<file path="src/rtl/noc_pkg.sv">
// Shared ring-NoC definitions: flit field positions, route tags and the
// global phase encoding used by input controllers and output arbiters.
package noc_pkg;

    localparam int DATA_W  = 64;
    localparam int VC_BIT  = 63;
    localparam int DIR_BIT = 62;
    localparam int HOP_MSB = 55;
    localparam int HOP_LSB = 48;
    localparam int HOP_W   = HOP_MSB - HOP_LSB + 1;

    // Where a buffered flit goes next: onward along the ring or to the local PE.
    typedef enum logic {
        ROUTE_FWD = 1'b0,
        ROUTE_PE  = 1'b1
    } route_t;

    // Global phase: VC0 moves downstream in the odd phase, VC1 in the even one.
    localparam logic PHASE_ODD  = 1'b0;
    localparam logic PHASE_EVEN = 1'b1;

    // Return the flit with its hop field reduced by one; all other bits kept.
    function automatic logic [DATA_W-1:0] hop_dec(input logic [DATA_W-1:0] flit);
        logic [DATA_W-1:0] res;
        res = flit;
        res[HOP_MSB:HOP_LSB] = flit[HOP_MSB:HOP_LSB] - HOP_W'(1);
        return res;
    endfunction

endpackage

</file>
<file path="src/rtl/vc_slot.sv">
// One-flit buffer for a single virtual channel: holds the flit, its valid
// bit and its route tag. The hop field is decremented at load time for
// flits that continue along the ring.
import noc_pkg::*;

module vc_slot (
    input  logic              clk,
    input  logic              reset,
    input  logic              load,
    input  logic              clear,
    input  logic [DATA_W-1:0] din,
    output logic              valid,
    output route_t            tag,
    output logic [DATA_W-1:0] dout
);

    logic hop_zero;
    assign hop_zero = (din[HOP_MSB:HOP_LSB] == '0);

    // Slot register: load wins over clear; data is held after release.
    always_ff @(posedge clk) begin
        // NOTE: sequential state uses <= so every register samples pre-edge values.
        if (reset) begin
            valid <= 1'b0;
            tag   <= ROUTE_FWD;
            // NOTE: the data buffer is reset too, so dout reads as zero until the first flit.
            dout  <= '0;
        end else if (load) begin
            valid <= 1'b1;
            if (hop_zero) begin
                tag  <= ROUTE_PE;
                dout <= din;
            end else begin
                tag  <= ROUTE_FWD;
                dout <= hop_dec(din);
            end
        end else if (clear) begin
            valid <= 1'b0;
        end
    end

endmodule

</file>
<file path="src/rtl/ring_input_ctrl.sv">
// Input-channel controller for one ring router port. Buffers one flit per
// VC, handshakes with upstream via si/ri, raises per-VC requests in the
// phase that VC is allowed to move, and releases a slot on its grant pulse.
import noc_pkg::*;

module ring_input_ctrl (
    input  logic              clk,
    input  logic              reset,
    input  logic              state,
    input  logic              si,
    input  logic [DATA_W-1:0] di,
    output logic              ri,
    output logic              req_fwd_vc0,
    output logic              req_fwd_vc1,
    output logic              req_pe_vc0,
    output logic              req_pe_vc1,
    output logic [DATA_W-1:0] dout_vc0,
    output logic [DATA_W-1:0] dout_vc1,
    input  logic              gnt_vc0,
    input  logic              gnt_vc1,
    output logic              err,
    output logic [15:0]       acc_cnt
);

    logic [1:0] valid;
    logic [1:0] load;
    logic [1:0] clear;
    logic [1:0] gnt;
    route_t     tag0;
    route_t     tag1;
    logic       wr_vc;
    logic       legal_vc;
    logic       accept;
    logic       bad_send;
    logic       wr_gnt_clash;

    // Upstream may only fill the VC that is not moving downstream this phase.
    assign ri       = ~valid[~state];
    assign wr_vc    = di[VC_BIT];
    assign legal_vc = (wr_vc != state);
    assign accept   = si & ri & legal_vc;
    assign bad_send = si & (~ri | ~legal_vc);

    assign gnt   = {gnt_vc1, gnt_vc0};
    assign load  = {accept & wr_vc, accept & ~wr_vc};
    // Grants on empty slots are ignored; they only release a held flit.
    assign clear = gnt & valid;
    assign wr_gnt_clash = |(load & gnt);

    vc_slot u_slot_vc0 (
        .clk   (clk),
        .reset (reset),
        .load  (load[0]),
        .clear (clear[0]),
        .din   (di),
        .valid (valid[0]),
        .tag   (tag0),
        .dout  (dout_vc0)
    );

    vc_slot u_slot_vc1 (
        .clk   (clk),
        .reset (reset),
        .load  (load[1]),
        .clear (clear[1]),
        .din   (di),
        .valid (valid[1]),
        .tag   (tag1),
        .dout  (dout_vc1)
    );

    // Per-VC requests, only in the phase in which that VC may move.
    always_comb begin
        // NOTE: every output gets a default first so no latch is inferred.
        req_fwd_vc0 = 1'b0;
        req_pe_vc0  = 1'b0;
        req_fwd_vc1 = 1'b0;
        req_pe_vc1  = 1'b0;
        if (valid[0] && state == PHASE_ODD) begin
            req_fwd_vc0 = (tag0 == ROUTE_FWD);
            req_pe_vc0  = (tag0 == ROUTE_PE);
        end
        if (valid[1] && state == PHASE_EVEN) begin
            req_fwd_vc1 = (tag1 == ROUTE_FWD);
            req_pe_vc1  = (tag1 == ROUTE_PE);
        end
    end

    // Sticky protocol error: illegal send, or a grant colliding with a write.
    always_ff @(posedge clk) begin
        if (reset) begin
            err <= 1'b0;
        end else if (bad_send || wr_gnt_clash) begin
            err <= 1'b1;
        end
    end

    // Saturating count of accepted flits.
    always_ff @(posedge clk) begin
        if (reset) begin
            acc_cnt <= '0;
        end else if (accept && acc_cnt != 16'hFFFF) begin
            acc_cnt <= acc_cnt + 16'd1;
        end
    end

endmodule

</file>
<file path="config.mk">
export PLATFORM = sky130hd
export DESIGN_NAME = ring_input_ctrl
export DESIGN_NICKNAME = d
export VERILOG_FILES = /design/src/rtl/noc_pkg.sv /design/src/rtl/vc_slot.sv /design/src/rtl/ring_input_ctrl.sv
export SDC_FILE = /design/constraint.sdc
export NUM_CORES = 1
export LEC_CHECK = 0
export ABC_CLOCK_PERIOD_IN_PS = 2900
export CAP_MARGIN = 15
export CELL_PAD_IN_SITES_DETAIL_PLACEMENT = 1
export CELL_PAD_IN_SITES_GLOBAL_PLACEMENT = 1
export CORE_ASPECT_RATIO = 1.5
export CORE_MARGIN = 2
export CORE_UTILIZATION = 33
export DETAILED_ROUTE_END_ITERATION = 8
export PLACE_DENSITY_LB_ADDON = 0.1
export SYNTH_ARGS = -nofsm -noshare
export SYNTH_HDL_FRONTEND = slang
export SYNTH_SLANG_ARGS = --single-unit
</file>
<file path="constraint.sdc">
create_clock -name clk -period 2.9 [get_ports clk]
set_input_delay 0.29 -clock clk [delete_from_list [all_inputs] [get_ports clk]]
set_output_delay 0.29 -clock clk [all_outputs]
set_load 0.02 [all_outputs]
</file>
==> impl_metrics.json <==
{
  "worstPathArrival_ns": 1.96,
  "cts_root_buf": "sky130_fd_sc_hd__clkbuf_16",
  "timing.critical_path.from": "state",
  "first_global_vias": 6083,
  "maxCapViolCount": 0,
  "grt.total_usage": 0.215,
  "worst_path_largest_cell_delay_ns": 0.72,
  "final.setup.tns_ns": 0,
  "hold_path_class": "in -> reg",
  "globalRoute.totalOverflow": 0,
  "initial_drt_pass_iterations": 4,
  "antenna_found_initial": 1,
  "yosysUniqueCellTypes": 50,
  "port_buffers": 219,
  "num-fill-cells": 1988,
  "max-slew-margin-rel": 0.477,
  "pwr_density_cell_nw_per_um2": 557,
  "async_reset_ff_frac": 0,
  "critical_path.endpoint_type": "primary output",
  "boundaryPins": 220,
  "drt_wl_total_um": 19800,
  "critical_path.cell_chain": "clkdlybuf4s50_1 -> mux2i_1 -> clkdlybuf4s50_1",
  "synth.mux.area_fraction": 0.0209,
  "post_cts.repair.setup_buffers": 0,
  "hold_buffers": 0,
  "final_layout_size_suffix_gt1_frac": 0.0548,
  "yosys_register_bits": 149,
  "synthXorXnorAreaFrac": 0.00463,
  "synthesis.area_um2": 5680,
  "post_drt_via_cell_ratio": 5.11,
  "path_clk_slew_ns": 0.06,
  "drc": 0,
  "synth_top_family_by_area": "simple AND/OR/NAND/NOR gates",
  "yosys_warnings": 0,
  "area.growth.synth_to_final_pct": 51.3,
  "ant_nets": 0,
  "clock_tree.htree_level_count": 4,
  "clkLatencyLatePin_ns": 0.42,
  "hold_path_start": "reset",
  "synth_sequential_area_ratio": 0.525,
  "post_cts_resized": 0,
  "layout.cells.most_common": "sky130_fd_sc_hd__nand2_1",
  "post_layout_net_count": 972,
  "slew_violations": 0,
  "synth_area_in_compound_gates": 0.161,
  "gp_congestion": 0.842,
  "final_non_filler_cells": 1123,
  "critPathRequiredTime_ns": 2.61,
  "report.final.hold_viol_count": 0,
  "dr_total_vias": 5739,
  "post_synthesis_instance_total": 701,
  "grt_pass1_wl_um": 31300,
  "timing.critical_path.from_type": "primary input",
  "dieArea_um2": 18300,
  "placedCellCount": 1090,
  "synth_enable_flop_cells": 0,
  "detailedPlacementHpwl_um": 13700,
  "iteration_0_drc_count_of_the_detailed_router": 173,
  "most_frequent_cells_in_the_layout": "sky130_fd_sc_hd__nand2_1, sky130_fd_sc_hd__clkdlybuf4s50_1, sky130_fd_sc_hd__dfxtp_1",
  "cts_max_path_bufs": 2,
  "wire_per_inst_um": 17.6,
  "post_synth_and_or_nand_nor_area_fraction": 0.241,
  "worst-path-max-fanout": 11,
  "post-route-period-util": 0.775,
  "crit_path_top_delay_cell": "sky130_fd_sc_hd__clkdlybuf4s50_1",
  "fmax_ghz": 0.445,
  "crit-reg2reg-launch": "acc_cnt[1]$_SDFFE_PP0P_",
  "syn_area_per_cell_um2": 8.10,
  "chipWidth_um": 111,
  "min_period_ns": 2.25,
  "timing.clock.skew_ns": 0.00778,
  "synth-adder-area-share": 0.00661,
  "ir_drop_v": 0.000385,
  "total_power_mw": 4.79,
  "leakage_nw": 2.95,
  "synth_ff_type": "sky130_fd_sc_hd__dfxtp_1",
  "grt_max_degree": 107,
  "core_region_area_um2": 16800,
  "std_cell_rows": 58,
  "cts_tree": "done",
  "critPathMostFrequentCell": "sky130_fd_sc_hd__clkdlybuf4s50_1",
  "synthesis.nets": 774,
  "status": "complete, no violations",
  "initial_utilization": 0.337,
  "finalSetupViolations": 0,
  "rsz_0062_raised_after_global_routing": "no",
  "die_height_um": 165,
  "cts_buffers": 17,
  "transition_time_at_the_pin_with_the_least_slew_margin_ns": 0.785,
  "crit_type": "in -> out",
  "cts.sink_count": 149
}
worst paths after layout:
path	slack, ns	depth (start not counted)	end
worst max-delay path	0.65	3	ri
worst min-delay path	0.36	2	acc_cnt[14]$_SDFFE_PP0P_
worst max register to register	0.97	5	acc_cnt[0]$_SDFFE_PP0P_
worst min register to register	0.45	2	u_slot_vc1.dout[10]$_SDFFE_PP0P_
flip-flops by register name (all words and copies together), names as in the netlist:
name              count
u_slot_vc0.valid      1
u_slot_vc0.dout      64
u_slot_vc0.tag        1
u_slot_vc1.tag        1
u_slot_vc1.dout      64
err                   1
acc_cnt              16
u_slot_vc1.valid      1
critical path, delay by kind of cell:
kind	cells	cell delay [ns]
buffers and inverters	2	1.41
multiplexers	1	0.26
power breakdown:
| group | total [mW] | leakage, nW | internal [mW] | switching, mW |
|---|---|---|---|---|
| Clock | 2.09 | 0.276 | 1.22 | 0.862 |
| Combinational | 0.549 | 1.46 | 0.253 | 0.296 |
| Sequential | 2.15 | 1.21 | 2.11 | 0.0400 |
per-stage QoR:
step	setup slack [ns]	hold slack [ns]	util	cell area (µm²)
after floorplan	1.11	0.426	-	5680
after global placement	0.450	0.442	0.477	8030
after detailed placement	0.390	0.449	0.477	8030
after CTS	0.632	0.342	0.510	8590
after global routing	0.576	0.371	0.511	8600
final	0.652	0.360	0.511	8600
Yosys cell counts (6+ instances only):
library cell / count / share of area
sky130_fd_sc_hd__nand2_1: 240 / 0.16
sky130_fd_sc_hd__dfxtp_1: 149 / 0.53
sky130_fd_sc_hd__a21oi_1: 135 / 0.12
sky130_fd_sc_hd__clkbuf_1: 30 / 0.020
sky130_fd_sc_hd__nor2_1: 18 / 0.012
sky130_fd_sc_hd__nand3_1: 9 / 0.0079
sky130_fd_sc_hd__o21ai_0: 9 / 0.0079
sky130_fd_sc_hd__buf_1: 8 / 0.0053
sky130_fd_sc_hd__buf_2: 8 / 0.0070
sky130_fd_sc_hd__mux2_1: 7 / 0.014
sky130_fd_sc_hd__a211oi_1: 6 / 0.0079
sky130_fd_sc_hd__inv_1: 6 / 0.0040
sky130_fd_sc_hd__nor2b_1: 6 / 0.0066
kinds of logic (layout without fill, tap and decap cells):
kind of cell / count (synthesis) / count (layout)
compound gates: 168 / 168
xor+xnor: 3 / 3
fa+ha+maj: 3 / 3
buf+inv: 54 / 265
flops: 149 / 149
mux: 11 / 11
other cells: 0 / 1
simple gates: 313 / 313
layout make-up:
cell class,instances,area (µm²),share of cell area
clock inverters,12,105,0.0122
diodes,1,2.50,0.000291
well taps,210,263,0.0306
flip-flops and latches,149,2980,0.347
repair buffers,227,2260,0.263
multi-input cells,498,2500,0.291
inverters,6,22.5,0.00262
clock buffers,20,457,0.0531
layer usage:
metal	global-route usage	vias up	routed length (µm)
li1	-	2764	-
met1	0.212	2767	7390
met2	0.419	179	10700
met3	0.0679	29	1260
met4	0.0819	0	469
met5	0	-	0
Power figures use the tool's default switching activity.
